File: src/rtl/vga_timing_pkg.sv
// Shared 640x480@60 raster timing constants, coordinate widths and the
// registered scan-output bundle used by the sync generator and hit-test blocks.
package vga_timing_pkg;

  localparam int unsigned VGA_H_VISIBLE = 640;
  localparam int unsigned VGA_H_FRONT   = 16;
  localparam int unsigned VGA_H_SYNC    = 96;
  localparam int unsigned VGA_H_BACK    = 48;
  localparam int unsigned VGA_V_VISIBLE = 480;
  localparam int unsigned VGA_V_FRONT   = 10;
  localparam int unsigned VGA_V_SYNC    = 2;
  localparam int unsigned VGA_V_BACK    = 33;

  localparam int unsigned VGA_H_TOTAL =
    VGA_H_VISIBLE + VGA_H_FRONT + VGA_H_SYNC + VGA_H_BACK;
  localparam int unsigned VGA_V_TOTAL =
    VGA_V_VISIBLE + VGA_V_FRONT + VGA_V_SYNC + VGA_V_BACK;

  localparam int unsigned X_W   = 10;
  localparam int unsigned Y_W   = 9;
  localparam int unsigned CNT_W = 10;

  typedef struct packed {
    logic [X_W-1:0] x;
    logic [Y_W-1:0] y;
    logic           video_on;
    logic           hsync;
    logic           vsync;
    logic           line_start;
    logic           frame_start;
  } scan_out_t;

  // Half-open window test lo <= val < hi on raster counter values.
  function automatic logic in_window(input logic [CNT_W-1:0] val,
                                     input logic [CNT_W-1:0] lo,
                                     input logic [CNT_W-1:0] hi);
    return (val >= lo) && (val < hi);
  endfunction

endpackage

File: src/rtl/pixel_tick_div.sv
// System-clock to pixel-rate divider: one-clock strobe every CLK_DIV enabled clocks.
module pixel_tick_div #(
  parameter int unsigned CLK_DIV = 2
) (
  input  logic clk,
  input  logic reset,
  input  logic enable,
  output logic pix_tick
);

  localparam int unsigned DIV_W = (CLK_DIV > 1) ? $clog2(CLK_DIV) : 1;
  localparam logic [DIV_W-1:0] DIV_LAST = DIV_W'(CLK_DIV - 1);
  localparam logic [DIV_W-1:0] DIV_ONE  = DIV_W'(1);

  logic [DIV_W-1:0] div_q;
  logic [DIV_W-1:0] div_d;
  logic             at_last_s;

  always_comb begin
    at_last_s = (div_q == DIV_LAST);
    div_d     = div_q;
    if (enable) begin
      if (at_last_s) begin
        div_d = '0;
      end else begin
        div_d = div_q + DIV_ONE;
      end
    end else begin
      div_d = div_q;
    end
  end

  always_ff @(posedge clk or posedge reset) begin
    if (reset) begin
      div_q <= '0;
    end else begin
      div_q <= div_d;
    end
  end

  // Gated by enable so a frozen divider sitting on its last count never strobes.
  assign pix_tick = enable && at_last_s;

endmodule

File: src/rtl/vga_sync_gen.sv
// VGA raster scan generator: pixel divider, h/v counters holding the next pixel,
// and registered coordinates, sync, visible-area flag and line/frame strobes.
module vga_sync_gen
  import vga_timing_pkg::*;
#(
  parameter int unsigned CLK_DIV   = 2,
  parameter int unsigned H_VISIBLE = VGA_H_VISIBLE,
  parameter int unsigned H_FRONT   = VGA_H_FRONT,
  parameter int unsigned H_SYNC    = VGA_H_SYNC,
  parameter int unsigned H_BACK    = VGA_H_BACK,
  parameter int unsigned V_VISIBLE = VGA_V_VISIBLE,
  parameter int unsigned V_FRONT   = VGA_V_FRONT,
  parameter int unsigned V_SYNC    = VGA_V_SYNC,
  parameter int unsigned V_BACK    = VGA_V_BACK,
  parameter logic        SYNC_POL  = 1'b0
) (
  input  logic           clk,
  input  logic           reset,
  input  logic           enable,
  output logic           pix_tick,
  output logic [X_W-1:0] x,
  output logic [Y_W-1:0] y,
  output logic           video_on,
  output logic           hsync,
  output logic           vsync,
  output logic           line_start,
  output logic           frame_start
);

  localparam int unsigned H_TOTAL = H_VISIBLE + H_FRONT + H_SYNC + H_BACK;
  localparam int unsigned V_TOTAL = V_VISIBLE + V_FRONT + V_SYNC + V_BACK;

  localparam logic [CNT_W-1:0] H_VIS_C  = CNT_W'(H_VISIBLE);
  localparam logic [CNT_W-1:0] HS_BEG_C = CNT_W'(H_VISIBLE + H_FRONT);
  localparam logic [CNT_W-1:0] HS_END_C = CNT_W'(H_VISIBLE + H_FRONT + H_SYNC);
  localparam logic [CNT_W-1:0] H_LAST_C = CNT_W'(H_TOTAL - 1);
  localparam logic [CNT_W-1:0] V_VIS_C  = CNT_W'(V_VISIBLE);
  localparam logic [CNT_W-1:0] VS_BEG_C = CNT_W'(V_VISIBLE + V_FRONT);
  localparam logic [CNT_W-1:0] VS_END_C = CNT_W'(V_VISIBLE + V_FRONT + V_SYNC);
  localparam logic [CNT_W-1:0] V_LAST_C = CNT_W'(V_TOTAL - 1);
  localparam logic [CNT_W-1:0] CNT_ONE  = CNT_W'(1);

  localparam logic      SYNC_IDLE = ~SYNC_POL;
  localparam scan_out_t SCAN_RST  = '{
    x:           '0,
    y:           '0,
    video_on:    1'b0,
    hsync:       SYNC_IDLE,
    vsync:       SYNC_IDLE,
    line_start:  1'b0,
    frame_start: 1'b0
  };

  logic             tick_s;
  logic [CNT_W-1:0] h_q, h_d;
  logic [CNT_W-1:0] v_q, v_d;
  scan_out_t        scan_q, scan_d;
  scan_out_t        scan_next_s;
  logic             vis_s;
  logic             pix_tick_q;

  pixel_tick_div #(
    .CLK_DIV (CLK_DIV)
  ) u_div (
    .clk      (clk),
    .reset    (reset),
    .enable   (enable),
    .pix_tick (tick_s)
  );

  // Decode of the pixel the counters point at; becomes visible on the next tick.
  always_comb begin
    vis_s                   = (h_q < H_VIS_C) && (v_q < V_VIS_C);
    scan_next_s.video_on    = vis_s;
    scan_next_s.x           = vis_s ? h_q : '0;
    scan_next_s.y           = vis_s ? v_q[Y_W-1:0] : '0;
    scan_next_s.hsync       = in_window(h_q, HS_BEG_C, HS_END_C) ? SYNC_POL : SYNC_IDLE;
    scan_next_s.vsync       = in_window(v_q, VS_BEG_C, VS_END_C) ? SYNC_POL : SYNC_IDLE;
    scan_next_s.line_start  = (h_q == '0);
    scan_next_s.frame_start = (h_q == '0) && (v_q == '0);
  end

  always_comb begin
    h_d    = h_q;
    v_d    = v_q;
    scan_d = scan_q;
    if (tick_s) begin
      scan_d = scan_next_s;
      if (h_q == H_LAST_C) begin
        h_d = '0;
        if (v_q == V_LAST_C) begin
          v_d = '0;
        end else begin
          v_d = v_q + CNT_ONE;
        end
      end else begin
        h_d = h_q + CNT_ONE;
      end
    end else begin
      h_d    = h_q;
      v_d    = v_q;
      scan_d = scan_q;
    end
  end

  // pix_tick is registered alongside the outputs, so it flags the clock in
  // which a freshly advanced pixel is first presented.
  always_ff @(posedge clk or posedge reset) begin
    if (reset) begin
      h_q        <= '0;
      v_q        <= '0;
      scan_q     <= SCAN_RST;
      pix_tick_q <= 1'b0;
    end else begin
      h_q        <= h_d;
      v_q        <= v_d;
      scan_q     <= scan_d;
      pix_tick_q <= tick_s;
    end
  end

  assign pix_tick    = pix_tick_q;
  assign x           = scan_q.x;
  assign y           = scan_q.y;
  assign video_on    = scan_q.video_on;
  assign hsync       = scan_q.hsync;
  assign vsync       = scan_q.vsync;
  assign line_start  = scan_q.line_start;
  assign frame_start = scan_q.frame_start;

endmodule

File: config.mk
export PLATFORM = sky130hd
export DESIGN_NAME = vga_sync_gen
export DESIGN_NICKNAME = d
export VERILOG_FILES = /design/src/rtl/vga_timing_pkg.sv /design/src/rtl/pixel_tick_div.sv /design/src/rtl/vga_sync_gen.sv
export SDC_FILE = /design/constraint.sdc
export NUM_CORES = 1
export LEC_CHECK = 0
export ABC_AREA = 1
export CORE_MARGIN = 2
export CORE_UTILIZATION = 25
export CTS_BUF_LIST = sky130_fd_sc_hd__clkbuf_8
export DETAILED_ROUTE_END_ITERATION = 7
export DONT_BUFFER_PORTS = 1
export GPL_ROUTABILITY_DRIVEN = 0
export HOLD_SLACK_MARGIN = 0.15
export SETUP_SLACK_MARGIN = 0.5
export SKIP_CTS_REPAIR_TIMING = 1
export SYNTH_ARGS = -nofsm -noshare
export SYNTH_HDL_FRONTEND = slang
export SYNTH_SLANG_ARGS = --single-unit
File: constraint.sdc
create_clock -name clk -period 1.9 [get_ports clk]
set_input_delay 0.38 -clock clk [delete_from_list [all_inputs] [get_ports clk]]
set_output_delay 0.38 -clock clk [all_outputs]
set_load 0.02 [all_outputs]
==> results.ini, run 1 <==
[power]
p_comb_share_pct=21.9
p_clk_share_pct=26.3
power.density_nw_per_um2=999.8
power.switching_mw=1.039
cellInternalPower_mw=1.761
power.static_leakage_nw=1.302
ir_drop_mv=0.3528
switching_share_pct=37.10
seqPwrFrac_pct=51.8

[drt]
drc=0
routed_via_density=4.463
antenna_left=0
via_count=1794
drt_first_pass_iters=6
drtIter0Drc=121
drt-wirelength-per-cell_um=13.33
drt_wl_total_um=5358

[clock_network]
cts_made_buffers=5
htree_levels=2
cts.sinks=46
clock_latency_ps=310
cts-root-buf=clkbuf_8
cts_tree=built
cts_max_path_buffers=2
cts.clk_slew.worst_paths_ps=90

[layout]
final_cell_area_um2=2800
syn2layout_area_growth_pct=19.17
layout-drive-gt1-share_pct=28.18
mostFrequentLayoutCell=nand2_1
n_antenna_cell=0
most-common-layout-cells=nand2_1 (67), dfrtp_1 (43), inv_1 (24), nor2_1 (24), o21ai_2 (19)
fin_nets=297

[grt]
grt_pass1_wl_um=8700
grt-ovfl-total=0
grtUsageTotal_pct=11.02
grt_max_degree=47
antenna_found_initial=0
grt_pass1_vias=1757

[critical_path]
reg2reg_slack_ps=450
crit_path_end_kind=flip-flop
start_kind=flip-flop
required_ps=2100
worstPathMaxFanout=6
critical_path_class=flip-flop to flip-flop
arrival_ps=1650

[outcome]
status=finished clean

[timing]
fin_crit_sh_pct=76.20
hold_viol=0
finalSetupViolCount=0
slew_viol_final=0
worstMarginPinSlew_ps=272.2
slew_headroom_pct=81.86
period_needed_ps=1448
tns_ps=0
skew_ps=5.229
rsz0062_at_grt=true
max_freq_mhz=690.7

[placement]
hpwl_um=3654
placed_area_um2=2502
io_buffers=0

[floorplanning]
initial_core_util_pct=25.55
core_area_um2=9196
dieArea_um2=10190
die_h_um=101.0
num_io_pins=28
die_w_um=101.0
placementRows=35

[synth]
yosysWarnings=0
async_flop_share_pct=100.0
ys_seq_area_share_pct=49.09
syn_nets=277
ys_ff_latch=46
synth_edf_count=0
synth-main-ff-cell=dfrtp_1
synth_area_per_cell_um2=8.703
synthCells=270
yosys.cell_types.count=31
synth.cell_area_um2=2350

[hold_path]
hold_path_class=primary input to flip-flop

[flow_run]
maxCapViolCount=0

==> synth_stat cells (4+ instances only) <==
| cell | instances | share of area [%] |
|---|---|---|
| dfrtp_1 | 44 | 47 |
| o21ai_0 | 9 | 1.9 |
| nor2_1 | 24 | 3.8 |
| o21ai_2 | 19 | 7.1 |
| nor2_2 | 6 | 1.6 |
| a21oi_1 | 6 | 1.3 |
| inv_1 | 28 | 4.5 |
| inv_2 | 4 | 0.64 |
| ha_1 | 4 | 2.1 |
| nor3_1 | 8 | 1.7 |
| nand3_1 | 17 | 3.6 |
| nand2_1 | 69 | 11 |
==> through the flow <==
stage	hold slack [ps]	power, mW	instances	setup WS, ps	utilization (%)
detailed placement	333.2	1.991	379	474.8	27.21
global placement	332.8	1.974	379	479.5	27.21
global route	257.3	2.968	402	369.5	30.45
CTS	1.082	2.727	387	433.0	28.39
floorplan	396.2	1.837	270	618.2	-
finish	229.2	2.800	402	452.2	30.45
==> cell type report <==
cell class	instances	area, µm²
Clock inverter	3	40.04
Clock buffer	5	68.82
Tap cell	111	138.9
Fill cell	947	6396
Inverter	33	135.1
Sequential cell	46	1155
Multi-Input combinational cell	185	1077
Timing Repair Buffer	19	185.2
==> layer usage <==
layer | global-route usage (%) | routed length [µm] | vias to the layer above
li1 | - | - | 901
met1 | 14.18 | 2395 | 855
met2 | 16.56 | 2472 | 31
met3 | 4.716 | 401 | 7
met4 | 3.846 | 89 | 0
met5 | 0 | 0 | -
==> power groups by stage <==
stage / combinational [mW] / sequential, mW / clock [mW]
after floorplan: 0.437 / 1.40 / 0
after global placement: 0.527 / 1.45 / 0
after detailed placement: 0.539 / 1.45 / 0
after CTS: 0.542 / 1.44 / 0.750
after global routing: 0.704 / 1.48 / 0.788
final: 0.614 / 1.45 / 0.736
==> registers in the layout (all words and copies together) (netlist names), 9 cells and up <==
signal  flops
y           9
v_q        10
x          10
h_q        10
==> critical path, stage by stage (launching register included) <==
cell and delay (ps):
dfrtp_1 420, ha_4 190, nand2_2 90, nor2_4 130
nand2_4 80, nor2_8 160, buf_6 130, nand2_1 40
nand2_1 60, nor2_1 40
==> cells by family (layout without fill, tap and decap cells) <==
| family | Yosys count | after routing | share of synthesized area, % |
|---|---|---|---|
| flops | 46 | 46 | 49.09 |
| buf+inv | 39 | 60 | 7.241 |
| xor+xnor | 2 | 2 | 0.7456 |
| mux | 1 | 1 | 0.4260 |
| simple gates | 141 | 141 | 29.39 |
| fa+ha+maj | 4 | 4 | 2.130 |
| compound gates | 37 | 37 | 10.97 |
==> path summary, 6_finish.rpt <==
path,startpoint,end,cells after the start
max in group asynchronous,reset,hsync,3
max,h_q[0],v_q[4],9
max reg2reg,h_q[0],v_q[4],9
min reg2reg,u_div.at_last_s,u_div.at_last_s,2
min,enable,u_div.at_last_s,2
min in group asynchronous,reset,video_on,3
(Power assumes the default switching activity.)
==> run 2, diff against run 1 <==
- clock period: 1.9 -> 1.4 ns (I/O delays scaled with it)
==> results.ini, run 2 (synthesized netlist as in run 1, its figures left out) <==
[clock_network]
cts-root-buf=clkbuf_8
cts_tree=built
cts.sinks=46  ; unchanged
clock_latency_ps=310  ; about the same
htree_levels=2  ; unchanged
cts_made_buffers=5  ; unchanged
cts_max_path_buffers=2  ; unchanged
cts.clk_slew.worst_paths_ps=90  ; about the same

[grt]
grt-ovfl-total=0  ; unchanged
grt_pass1_wl_um=8873  ; +2.0%
grt_max_degree=47  ; unchanged
antenna_found_initial=0  ; unchanged
grt_pass1_vias=1822  ; +3.7%
grtUsageTotal_pct=11.18  ; +0.16 points

[floorplanning]
die_w_um=101.0  ; unchanged
core_area_um2=9196  ; unchanged
die_h_um=101.0  ; unchanged
num_io_pins=28  ; unchanged
dieArea_um2=10190  ; unchanged
initial_core_util_pct=25.55  ; unchanged
placementRows=35  ; unchanged

[drt]
drt_first_pass_iters=5  ; -1
via_count=1926  ; +7.4%
drc=0  ; unchanged
routed_via_density=4.630  ; +3.7%
drt-wirelength-per-cell_um=13.79  ; +3.5%
drtIter0Drc=101  ; -17%
antenna_left=0  ; unchanged
drt_wl_total_um=5737  ; +7.1%

[timing]
slew_headroom_pct=83.05  ; +1.2 points
worstMarginPinSlew_ps=254.3  ; -17.89 ps
hold_viol=0  ; unchanged
period_needed_ps=1390  ; -57.74 ps
fin_crit_sh_pct=99.29  ; +23 points
fin_worst_hold_slack_ps=289.8  ; +60.60 ps
rsz0062_at_grt=true
max_freq_mhz=719.4  ; +4.2%
skew_ps=14.35  ; +9.126 ps
finalSetupViolCount=0  ; unchanged
slew_viol_final=0  ; unchanged

[critical_path]
timing.critical_path.mode_cell=nand2_2
crit_slowest_cell=dfrtp_1
cpPeakStageDelay_ps=420  ; about the same
reg2reg_slack_ps=10  ; -440 ps
arrival_ps=1590  ; -60 ps
r2r_cells=8  ; -1
start_kind=flip-flop
crit_path_end_kind=flip-flop
crit_chain=ha_4, nand2_2, nor2_4, nand2_4, nor2_8, nand3_1, nand2_2, nor2_1
critical_path_class=flip-flop to flip-flop
worstReg2RegStart=h_q[1]
critPathTopFamily=simple AND/OR/NAND/NOR gates
worst-path-buf-inv=0  ; -1
worstPathMaxFanout=5  ; -1
rr_endpoint=v_q[9]
required_ps=1600  ; -500 ps

[power]
power.static_leakage_nw=1.403  ; +7.8%
ir_drop_mv=0.5049  ; +43%
power.density_nw_per_um2=1208  ; +21%
power_mw=3.734  ; +33%

[layout]
n_antenna_cell=0  ; unchanged
syn2layout_area_growth_pct=31.52
fin_nets=311  ; +4.7%
multiInputGateArea_um2=1237  ; +15%
area.sequential_um2=1179  ; +2.1%
fill_cells=923  ; -2.5%
layout-drive-gt1-share_pct=45.57  ; +17 points
mostFrequentLayoutCell=nand2_1
most-common-layout-cells=nand2_1 (61), dfrtp_1 (24), buf_4 (24)
utilization_pct=33.61  ; +3.2 points
fin_cells=416  ; +3.5%

[flow_run]
maxCapViolCount=0  ; unchanged

[placement]
hpwl_um=3922  ; +7.3%
dp_cells=392  ; +3.4%
io_buffers=0  ; unchanged

[outcome]
status=finished clean

[hold_path]
hold_path_class=primary input to flip-flop
hp-start=enable
min_path_cells=3  ; +1
hold_path_end=h_q[4]

run 2: cell types whose count changed in the layout (fill, tap and decap cells not counted), sizes merged:
cell,delta
buf,+11
bufinv,-1
clkbuf,+1
clkinv,+2
dlygate4sd3,+1
inv,-1
nor2,+1
run 2: per-stage QoR:
| step | worst slack (ps) | cell area, µm² | TNS [ps] |
|---|---|---|---|
| after floorplan | 139.0 | 2435 | 0 |
| after global placement | 74.29 | 2673 | 0 |
| after detailed placement | 31.20 | 2673 | 0 |
| after global routing | -76.78 | 3090 | -442.3 |
| final | 9.907 | 3090 | 0 |
| after CTS | 7.186 | 2755 | 0 |
run 2: metal layers:
metal,vias up,track usage [%],share of wire [%]
met5,-,0,0
met1,932,13.66,41
met3,9,3.883,6.6
met2,47,18.26,50
met4,0,4.054,2.1
li1,938,-,-
run 2: area by class of cell:
cell class / count / area share, %
Tap cell: 111 / 4.494
Multi-Input combinational cell: 186 / 40.04
Inverter: 33 / 4.858
Timing Repair Buffer: 32 / 9.798
Clock buffer: 5 / 2.227
Sequential cell: 46 / 38.14
Clock inverter: 3 / 0.4453
run 2: worst max path at each step:
stage	end	startpoint	cells after the start	slack (ps)
after global placement	v_q[1]	v_q[1]	7	70
after floorplan	v_q[4]	h_q[1]	8	140
final	v_q[9]	h_q[1]	8	10
after detailed placement	v_q[3]	h_q[0]	8	30
after global routing	v_q[9]	h_q[1]	8	-80
after CTS	v_q[3]	h_q[0]	8	7
run 2: power by group:
| part | internal (mW) | switching (mW) | total [mW] | leakage, nW |
|---|---|---|---|---|
| clock network | 0.340 | 0.454 | 0.794 | 0.0491 |
| registers | 1.58 | 0.414 | 2.00 | 0.539 |
| logic | 0.382 | 0.562 | 0.944 | 0.816 |
| total | 2.30 | 1.43 | 3.73 | 1.40 |
run 2: worst register-to-register path, delay by kind of cell, from the launching register on:
| family | cells | cell delay [ps] |
|---|---|---|
| flops | 1 | 420 |
| fa+ha+maj | 1 | 180 |
| simple gates | 7 | 690 |
==> run 3, diff against run 2 <==
- SKIP_CTS_REPAIR_TIMING: 1 -> default
==> results.ini, run 3 (synthesized netlist as in run 1, its figures left out) <==
[grt]
grtUsageTotal_pct=12.18  ; +1.0 points
grt_pass1_vias=1976  ; +8.5%
grt-ovfl-total=0  ; unchanged
grt_max_degree=47  ; unchanged
grt_pass1_wl_um=9666  ; +8.9%
antenna_found_initial=0  ; unchanged

[drt]
highest_layer=met4
drc=0  ; unchanged
antenna_left=0  ; unchanged
drt_wl_total_um=6041  ; +5.3%
via_count=2016  ; +4.7%
routed_via_density=4.710  ; +1.7%
drtIter0Drc=120  ; +19%
route.met2.wl_um=2905  ; +1.3%
drt_first_pass_iters=4  ; -1
met3WireLength_um=470  ; +25%
wl_met1_um=2508  ; +5.7%
drt-wirelength-per-cell_um=14.11  ; +2.3%

[critical_path]
rr_endpoint=frame_start
critical_path_class=flip-flop to flip-flop
arrival_ps=1640  ; +50 ps
timing.critical_path.mode_cell=nand2_1
required_ps=1640  ; +40 ps
r2r_cells=9  ; +1
cpPeakStageDelay_ps=440  ; +20 ps
start_kind=flip-flop
worstPathMaxFanout=3  ; -2
startpoint=h_q[0]
crit_path_end_kind=flip-flop
reg2reg_slack_ps=5  ; about the same
crit_chain=buf_4, inv_2, ha_1, nand2_1, nor2_2, nand3_2, nor2_1, nand2_1, nand2_1
worstReg2RegStart=h_q[0]
crit_slowest_cell=dfrtp_1
endpoint=frame_start

[layout]
mostFrequentLayoutCell=nand2_1
most-common-layout-cells=nand2_1 (59), dfrtp_2 (28), buf_4 (28)
fin_cells=428  ; +2.9%
syn2layout_area_growth_pct=38.13
layout-drive-gt1-share_pct=51.74  ; +6.2 points
fin_nets=323  ; +3.9%
n_antenna_cell=0  ; unchanged
fill_cells=895  ; -3.0%

[power]
switching_share_pct=38.42  ; +0.12 points
p_clk_share_pct=20.7  ; -0.6 points
p_comb_share_pct=27.6  ; +2.3 points
ir_drop_mv=0.4943  ; -2.1%
cellInternalPower_mw=2.399  ; +4.1%
power.switching_mw=1.497  ; +4.7%
power.density_nw_per_um2=1200  ; -0.64%
seqPwrFrac_pct=51.6  ; -1.9 points
power.static_leakage_nw=1.467  ; +4.6%

[placement]
dp_slack_ps=31.20  ; unchanged
dp_cells=392  ; unchanged
io_buffers=0  ; unchanged
hpwl_um=3922  ; unchanged

[hold_path]
hold_path_class=primary input to flip-flop

[floorplanning]
die_h_um=101.0  ; unchanged
core_area_um2=9196  ; unchanged
num_io_pins=28  ; unchanged
placementRows=35  ; unchanged
die_w_um=101.0  ; unchanged
initial_core_util_pct=25.55  ; unchanged
dieArea_um2=10190  ; unchanged

[timing]
setup_slack_ps=5.017  ; -4.890 ps
finalSetupViolCount=0  ; unchanged
slew_headroom_pct=81.98  ; -1.1 points
hold_viol=0  ; unchanged
tns_ps=0  ; unchanged
max_freq_mhz=716.9  ; -0.35%
fin_crit_sh_pct=99.64  ; +0.35 points
slew_viol_final=0  ; unchanged
rsz0062_at_grt=true
worstMarginPinSlew_ps=270.4  ; +16.11 ps
skew_ps=12.08  ; -2.278 ps
period_needed_ps=1395  ; +4.890 ps

[clock_network]
cts-root-buf=clkbuf_8
cts_made_buffers=5  ; unchanged
cts.clk_slew.worst_paths_ps=90  ; about the same
clock_latency_ps=310  ; about the same
cts.sinks=46  ; unchanged
cts_tree=built
cts_max_path_buffers=2  ; unchanged
htree_levels=2  ; unchanged

[flow_run]
maxCapViolCount=0  ; unchanged

[outcome]
status=finished clean

-- run 3: cell types whose count changed in the layout (fill, tap and decap cells not counted), moves of 2 or more --
cell     previous run  this run
dfrtp_1            24        16
dfrtp_2            20        28
buf_6               2         8
buf_4              24        28
nand2_2             6         9
nor3_2              2         5
buf_12              2         4
nand2_1            61        59
nor3_1              4         2
-- run 3: final cells by class --
cell class | instances | area (µm²) | area share, %
multi-input cells | 186 | 1239 | 38.17
clock inverters | 3 | 13.76 | 0.4241
inverters | 33 | 153.9 | 4.742
clock buffers | 5 | 68.82 | 2.120
repair buffers | 44 | 442.9 | 13.65
well taps | 111 | 138.9 | 4.279
flip-flops and latches | 46 | 1189 | 36.62
-- run 3: repair_timing --
| action | 4_1_cts | 5_1_grt |
|---|---|---|
| pin swaps | 11 | 10 |
| endpoints found under the hold margin | 45 | 0 |
| resized for setup | 40 | 43 |
| gates cloned | 2 | 0 |
| endpoints found under the setup margin | 71 | 71 |
| buffers inserted | 12 | 12 |
| hold buffers | 2 | 0 |
-- run 3: critical path: cells and delay by family (launching register included) --
kind	cells	cell delay (ps)
fa+ha+maj	1	140
buf+inv	2	200
flops	1	440
simple gates	6	550
-- run 3: stage by stage --
stage	power [mW]	util [%]	area [µm²]	hold slack [ps]
after floorplan	2.530	-	2435	296.2
after CTS	3.745	32.75	3012	273.2
final	3.896	35.29	3246	376.6
after global placement	2.767	29.06	2673	229.9
after detailed placement	2.778	29.06	2673	233.6
after global routing	4.114	35.29	3246	376.3
-- run 3: per-layer routing --
metal	up-vias	GRT usage [%]
li1	959	-
met1	980	14.48
met2	64	19.85
met3	13	4.161
met4	0	5.613
met5	-	0
-- run 3: power by group through the flow --
stage / logic, mW / registers (mW) / clock network (mW)
after floorplan: 0.623 / 1.91 / 0
after global placement: 0.810 / 1.96 / 0
after detailed placement: 0.818 / 1.96 / 0
after CTS: 0.930 / 1.99 / 0.827
after global routing: 1.19 / 2.05 / 0.884
final: 1.08 / 2.01 / 0.807
-- run 3: how the worst min path moves through the flow --
| stage | startpoint | endpoint | slack (ps) | cells past startpoint |
|---|---|---|---|---|
| after floorplan | reset | frame_start | 300 | 1 |
| after global placement | reset | y[5] | 230 | 2 |
| after detailed placement | reset | y[4] | 230 | 2 |
| after CTS | enable | h_q[4] | 270 | 3 |
| after global routing | enable | h_q[4] | 380 | 4 |
| final | enable | h_q[4] | 380 | 4 |
